==> config.mk <==
export PLATFORM = sky130hd
export DESIGN_NAME = neuron_accumulator
export DESIGN_NICKNAME = d
export VERILOG_FILES = /design/src/rtl/neuron_accumulator.sv
export SDC_FILE = /design/constraint.sdc
export NUM_CORES = 1
export LEC_CHECK = 0
export CORE_ASPECT_RATIO = 0.6
export CORE_UTILIZATION = 56
export DETAILED_ROUTE_END_ITERATION = 8
export GPL_TIMING_DRIVEN = 0
export HOLD_SLACK_MARGIN = 0.1
export PLACE_DENSITY = 0.86
export RECOVER_POWER = 25
export SETUP_SLACK_MARGIN = 0.02
export SKIP_LAST_GASP = 1
export SYNTH_ARGS = -nofsm -noshare
export SYNTH_HDL_FRONTEND = slang
export SYNTH_SLANG_ARGS = --single-unit
export TNS_END_PERCENT = 5
==> constraint.sdc <==
create_clock -name clk -period 10.3 [get_ports clk]
set_input_delay 1.545 -clock clk [delete_from_list [all_inputs] [get_ports clk]]
set_output_delay 1.545 -clock clk [all_outputs]
set_load 0.05 [all_outputs]
==> src/rtl/neuron_accumulator.sv <==
// Purpose: sums N_INPUTS signed x*w products plus a bias and flags cat (sum > 0).
// Latency: result_valid rises two cycles after the final product handshake.
// Backpressure: prod_ready is high only while accumulating; the result holds until result_ready.
module neuron_accumulator #(
    parameter int N_INPUTS = 12288,
    parameter int PROD_W   = 32,
    parameter int ACC_W    = 48
) (
    input  logic              clk,
    input  logic              rst,
    input  logic              start,
    input  logic [PROD_W-1:0] bias,
    input  logic              prod_valid,
    output logic              prod_ready,
    input  logic [PROD_W-1:0] prod_data,
    output logic              result_valid,
    input  logic              result_ready,
    output logic [ACC_W-1:0]  result_sum,
    output logic              is_cat,
    output logic              overflow,
    output logic              busy
);

    localparam int CNT_W = (N_INPUTS > 1) ? $clog2(N_INPUTS) : 1;
    localparam logic [CNT_W-1:0] LAST_IDX = CNT_W'(N_INPUTS - 1);
    localparam logic [ACC_W-1:0] ACC_MAX = {1'b0, {(ACC_W-1){1'b1}}};
    localparam logic [ACC_W-1:0] ACC_MIN = {1'b1, {(ACC_W-1){1'b0}}};

    typedef enum logic [1:0] {
        S_IDLE,
        S_ACCUM,
        S_BIAS,
        S_DONE
    } state_t;

    state_t              state_q, state_d;
    logic [ACC_W-1:0]    acc_q, acc_d;
    logic [CNT_W-1:0]    cnt_q, cnt_d;
    logic                ovf_q, ovf_d;
    logic [PROD_W-1:0]   bias_q, bias_d;

    logic [PROD_W-1:0]   addend;
    logic [ACC_W:0]      sum_wide;
    logic                clamp;
    logic [ACC_W-1:0]    sum_sat;
    logic                handshake;

    // One shared saturating adder: the bias reuses the product datapath in BIAS.
    always_comb begin
        addend   = (state_q == S_BIAS) ? bias_q : prod_data;
        sum_wide = {acc_q[ACC_W-1], acc_q}
                 + {{(ACC_W+1-PROD_W){addend[PROD_W-1]}}, addend};
        // The two top bits disagree only when the true sum left the ACC_W range.
        clamp    = sum_wide[ACC_W] ^ sum_wide[ACC_W-1];
        if (!clamp) begin
            sum_sat = sum_wide[ACC_W-1:0];
        end else if (sum_wide[ACC_W]) begin
            sum_sat = ACC_MIN;
        end else begin
            sum_sat = ACC_MAX;
        end
    end

    assign handshake = prod_valid && (state_q == S_ACCUM);

    // Next-state and datapath updates for the classification sequence.
    always_comb begin
        state_d = state_q;
        acc_d   = acc_q;
        cnt_d   = cnt_q;
        ovf_d   = ovf_q;
        bias_d  = bias_q;
        case (state_q)
            S_IDLE: begin
                if (start) begin
                    acc_d   = '0;
                    cnt_d   = '0;
                    ovf_d   = 1'b0;
                    bias_d  = bias;
                    state_d = S_ACCUM;
                end
            end
            S_ACCUM: begin
                if (handshake) begin
                    acc_d = sum_sat;
                    ovf_d = ovf_q | clamp;
                    cnt_d = cnt_q + CNT_W'(1);
                    if (cnt_q == LAST_IDX) begin
                        state_d = S_BIAS;
                    end
                end
            end
            S_BIAS: begin
                acc_d   = sum_sat;
                ovf_d   = ovf_q | clamp;
                state_d = S_DONE;
            end
            S_DONE: begin
                if (result_ready) begin
                    state_d = S_IDLE;
                end
            end
            default: state_d = S_IDLE;
        endcase
    end

    // State and datapath registers; reset discards any partial sum.
    always_ff @(posedge clk or posedge rst) begin
        if (rst) begin
            state_q <= S_IDLE;
            acc_q   <= '0;
            cnt_q   <= '0;
            ovf_q   <= 1'b0;
            bias_q  <= '0;
        end else begin
            state_q <= state_d;
            acc_q   <= acc_d;
            cnt_q   <= cnt_d;
            ovf_q   <= ovf_d;
            bias_q  <= bias_d;
        end
    end

    // Result outputs track the accumulator, so they hold in IDLE until the next start.
    always_comb begin
        prod_ready   = (state_q == S_ACCUM);
        result_valid = (state_q == S_DONE);
        busy         = (state_q != S_IDLE);
        result_sum   = acc_q;
        is_cat       = !acc_q[ACC_W-1] && (acc_q != '0);
        overflow     = ovf_q;
    end

endmodule

Yosys cells after proc, flatten, opt, wreduce, memory -nomap -nowiden

Cells that the tools add are included.

Bits in registers: 97
Bits in latches: 0
Memory bits (writable): 0
Bits in read-only memories: 0
Input bits: 69
Output and inout bits: 53
Logic and storage cells: 46
Memories: 0

Add/subtract/negate cells: 2
Multiply operators: 0
Div/mod/pow operators: 0
$lt $le $gt $ge: 0
Equality and inequality tests: 8
Shifts and indexed selects: 0
Multiplexer cells: 17
Bitwise gates (word level): 2
Reductions and logical operators: 12

Operators by type and width:

| kind                                                                     | number |
|---|---|
| 48-bit 2-to-1 mux                                                        | 4 |
| 48-bit one-hot mux with 3 select lines                                   | 1 |
| 48-bit by 32-bit adder with 49-bit output                                | 1 |
| 48-bit nonzero test                                                      | 1 |
| 32-bit 2-to-1 mux                                                        | 1 |
| 14-bit 2-to-1 mux                                                        | 2 |
| 14-bit one-hot mux with 2 select lines                                   | 1 |
| 14-bit by 1-bit adder with 14-bit output (second input constant)         | 1 |
| 14-bit equality test (second input constant)                             | 1 |
| 2-bit 2-to-1 mux                                                         | 4 |
| 2-bit one-hot mux with 4 select lines                                    | 1 |
| 2-bit by 1-bit inequality test with 1-bit output (second input constant) | 3 |
| 3-bit AND reduction                                                      | 2 |
| 2-bit equality test (second input constant)                              | 2 |
| 4-bit AND reduction                                                      | 1 |
| 2-bit nonzero test                                                       | 2 |
| 1-bit one-hot mux with 3 select lines                                    | 1 |
| 3-bit nonzero test                                                       | 1 |
| 2-bit by 1-bit equality test with 1-bit output (second input constant)   | 1 |
| 1-bit logical AND                                                        | 2 |
| 2-bit logical NOT                                                        | 1 |
| 1-bit 2-to-1 mux                                                         | 2 |
| 2-bit inequality test (second input constant)                            | 1 |
| 2-bit AND reduction                                                      | 1 |
| other kinds (3)                                                          | 3 |

Depth between registers and ports, before layout

Word-level depth: 7
Depth in mapped cells: 19

Least setup slack after synthesis

No wires, ideal clock.

Path kind: input port to flip-flop
From: input port prod_data[31]
To: register acc_q[2] (netlist: result_sum[2])
Library setup time: 0.129 ns
Arrival: 4.323 ns
Setup slack: 5.848 ns
Stages on the path: 15
Path buffers: 3
Cells stage by stage: mux2_2 > ha_1 > clkbuf_1 > a21o_1 > a21oi_1 > o31ai_1 > o21ai_0 > o211ai_1 > or3_1 > o311a_4 > a21oi_4 > or2_4 > buf_6 > buf_8 > a22oi_2

Word-level cells in the longest chain between the ends: 6

RTL lines:

| what                                                          | line   | text |
|---|---|---|
| from (decl)                                                   | 15     | `input logic [PROD_W-1:0] prod_data,` |
| 32-bit 2-to-1 mux (*)                                         | 50     | `addend = (state_q == S_BIAS) ? bias_q : prod_data;` |
| 48-bit by 32-bit adder with 49-bit output (*)                 | 52     | `+ {{(ACC_W+1-PROD_W){addend[PROD_W-1]}}, addend};` |
| 48-bit 2-to-1 mux / 1-bit bitwise XOR (equally long branches) | 57, 54 |  |
| 48-bit 2-to-1 mux (*)                                         | 55     | `if (!clamp) begin` |
| 48-bit 2-to-1 mux                                             | 84     | `if (handshake) begin` |
| 48-bit one-hot mux with 3 select lines (*)                    | 73     | `case (state_q)` |
| to (signal assigned)                                          | 111    | `acc_q <= '0;` |
| to (signal assigned)                                          | 117    | `acc_q <= acc_d;` |
| to (decl)                                                     | 37     | `logic [ACC_W-1:0] acc_q, acc_d;` |

Every way passes the cells marked *; elsewhere a longest branch is shown, timed or not. The select of a mux whose other input is x is not followed.
A chain may end at the register's enable or synchronous reset.

==> results.cfg <==
[status]
status = complete, but fails checks
violations = capacitance limit, slew limit

[timing]
fin_tns_setup_ns = 0
fmax_ghz = 0.183
slew_violations = 100
rsz0062_at_grt = no
setup_viol = 0
hold_viol = 0
finalCritPeriodShare_pct = 53.0
fin_ws_ns = 4.85
skew_ns = 0.00706
tightestPinTransition_ns = 2.78
relSlewSlack_pct = -85.2
post-route-min-period_ns = 5.45
hold_slack_ns = 0.504

[power]
seq_power_share_pct = 21.0
swShare_pct = 52.4
p_total_mw = 3.13
intPower_mw = 1.49
pwr-share-clk_pct = 11.1
share_comb_of_total_power_pct = 68.0
p_leak_nw = 4.06
netSwitchingPower_mw = 1.64
powerDensity_mw_per_mm2 = 342
peakVddDrop_mv = 0.168

[final_layout]
layoutNonFillerInstCount = 1116
fin_util_pct = 71.0
stdcell_area_mm2 = 0.00915
nFillCells = 1015
layout-drive-gt1-share_pct = 12.3
antenna_cells = 0
fin_nets = 1067
syn_to_final_growth_pct = 23.2

[clock_network]
post-cts-setup-buffer-count = 0
root_buffer = clkbuf_16
insertion_delay_ns = 0.35
path_clk_slew_ns = 0.07
clock_sinks = 97
hold_buffers = 0
numCtsBuffers = 9
h-tree-depth = 3
cts_resized = 0
cts_tree = yes
clk_path_buf_depth = 2

[synthesis]
synth-seq-cells = 97
yosysMostFrequentCell = dfrtp_1
async_flop_share_pct = 100
yosysTopAreaCellShare_pct = 32.7
synthFlopType = dfrtp_1
avgSynthCellArea_um2 = 9.18
synth_seq_area_share_pct = 32.7
synth_cell_types = 69
synthTopCellsByArea = dfrtp_1, mux2_2, ha_1
synth_edf_count = 0
synth_common_cells = dfrtp_1, nand2_1, a21oi_1
syn-instance-count = 809
ys_warn_count = 0
synth_top_area_cell = dfrtp_1
syn_area_mm2 = 0.00743
syn_nets = 934

[placement]
placed_cell_area_mm2 = 0.00888
place_ws_ns = 4.88
hpwl_mm = 16.4
gp_congestion = 0.946
portBuffers = 121
place_inst = 1101

[hold_path]
hold_path.class = flip-flop to flip-flop

[drt]
dr.pass1.iters = 5
ant_nets = 0
drtIter0Drc = 627
routed_wl_mm = 21.5
num_vias = 7033
routed_via_density = 6.30
wl_per_cell_um = 19.3
drc = 0

[critical_path]
arrival_ns = 5.32
critPathLaunchType = primary input
cpPeakStageDelay_ns = 2.05
crit_required_ns = 10.17
cpMaxStageDelayCell = clkbuf_1
path_cells = dlygate4sd3_1 -> clkinvlp_2 -> clkbuf_1
cp_max_fo = 53
crit_type = primary input to asynchronous set/reset pin
cp-end-kind = asynchronous set/reset pin

[floorplanning]
die_w_um = 151
die_y_um = 91.2
die_area_mm2 = 0.0137
io-pin-count = 122
core_mm2 = 0.0129
initial_core_util_pct = 57.6
rows = 32

[grt]
grt_max_degree = 54
grt_pass1_vias = 6813
grt_pass1_wl_mm = 35.0
antenna_found_initial = 0
grt_overflow = 0
grt.total_usage_pct = 32.7

[flow_run]
drv_cap = 2
## state kept, by name, indices dropped and copies added, names as in the netlist
name,cells
bias_q,32
cnt_q,14
overflow,1
result_sum,48
state_q,2
## critical path, delay by kind of cell
| kind | cells | cell delay [ns] |
|---|---|---|
| buffers and inverters | 3 | 3.73 |
## layer usage
metal	global-route usage (%)	up-vias	wire length, µm
li1	-	3256	-
met1	47.6	3369	9970
met2	47.1	373	8770
met3	9.70	35	2380
met4	8.33	0	391
met5	0	-	0
## cell families after synthesis
| logic type | Yosys count | synth area share, % |
|---|---|---|
| buffers and inverters | 61 | 3.47 |
| multiplexers | 67 | 10.1 |
| AO/OA/AOI/OAI | 262 | 24.3 |
| flip-flops | 97 | 32.7 |
| XOR/XNOR | 53 | 6.50 |
| AND/OR/NAND/NOR | 212 | 13.2 |
| adder cells (fa/ha/maj) | 57 | 9.67 |
## power groups by stage
stage | sequential, mW | combinational, mW | clock [mW]
2_1_floorplan | 0.939 | 1.22 | 0
3_3_place_gp | 0.651 | 2.03 | 0
3_5_place_dp | 0.655 | 2.07 | 0
4_1_cts | 0.651 | 2.10 | 0.348
5_1_grt | 0.671 | 2.29 | 0.363
6_report | 0.657 | 2.13 | 0.347
## final cells by class
class                      instances  area (µm²)  area share (%)
timing repair buffer             122        1210            13.3
buffer                            34         156            1.71
clock buffer                      11         243            2.65
multi-input combinational        651        4740            51.8
inverter                          27         103            1.12
tap                              170         213            2.32
sequential                        97        2430            26.5
clock inverter                     4        53.8           0.588
## worst paths after layout
check | startpoint | endpoint | slack [ns] | cells past startpoint
max | rst | result_sum[32]$_DFFE_PP0P_ | 4.85 | 3
min | bias_q[16]$_DFFE_PP0P_ | bias_q[16]$_DFFE_PP0P_ | 0.50 | 1
max reg2reg | state_q[0]$_DFFE_PP0P_ | result_sum[13]$_DFFE_PP0P_ | 4.90 | 18
min reg2reg | bias_q[16]$_DFFE_PP0P_ | bias_q[16]$_DFFE_PP0P_ | 0.50 | 1
max in group clk | state_q[0]$_DFFE_PP0P_ | result_sum[13]$_DFFE_PP0P_ | 4.90 | 18
min in group asynchronous | rst | bias_q[6]$_DFFE_PP0P_ | 2.15 | 2
## layout by cell type (no fill, tap or decap), types with 17 or more instances in the layout
cell type        Yosys  routed
a21o_1              26      26
clkbuf_1            23      25
inv_1               26      25
nand3_1             17      17
a22oi_1             29      29
nand2_1             91      91
o21ai_0             28      28
nor2_1              33      33
a21oi_1             90      90
mux2_2              65      65
dfrtp_1             97      97
xor2_1              24      24
clkdlybuf4s50_1      0     120
xnor2_1             28      28
ha_1                55      55
Note: power is estimated with default switching activity, not from simulation.
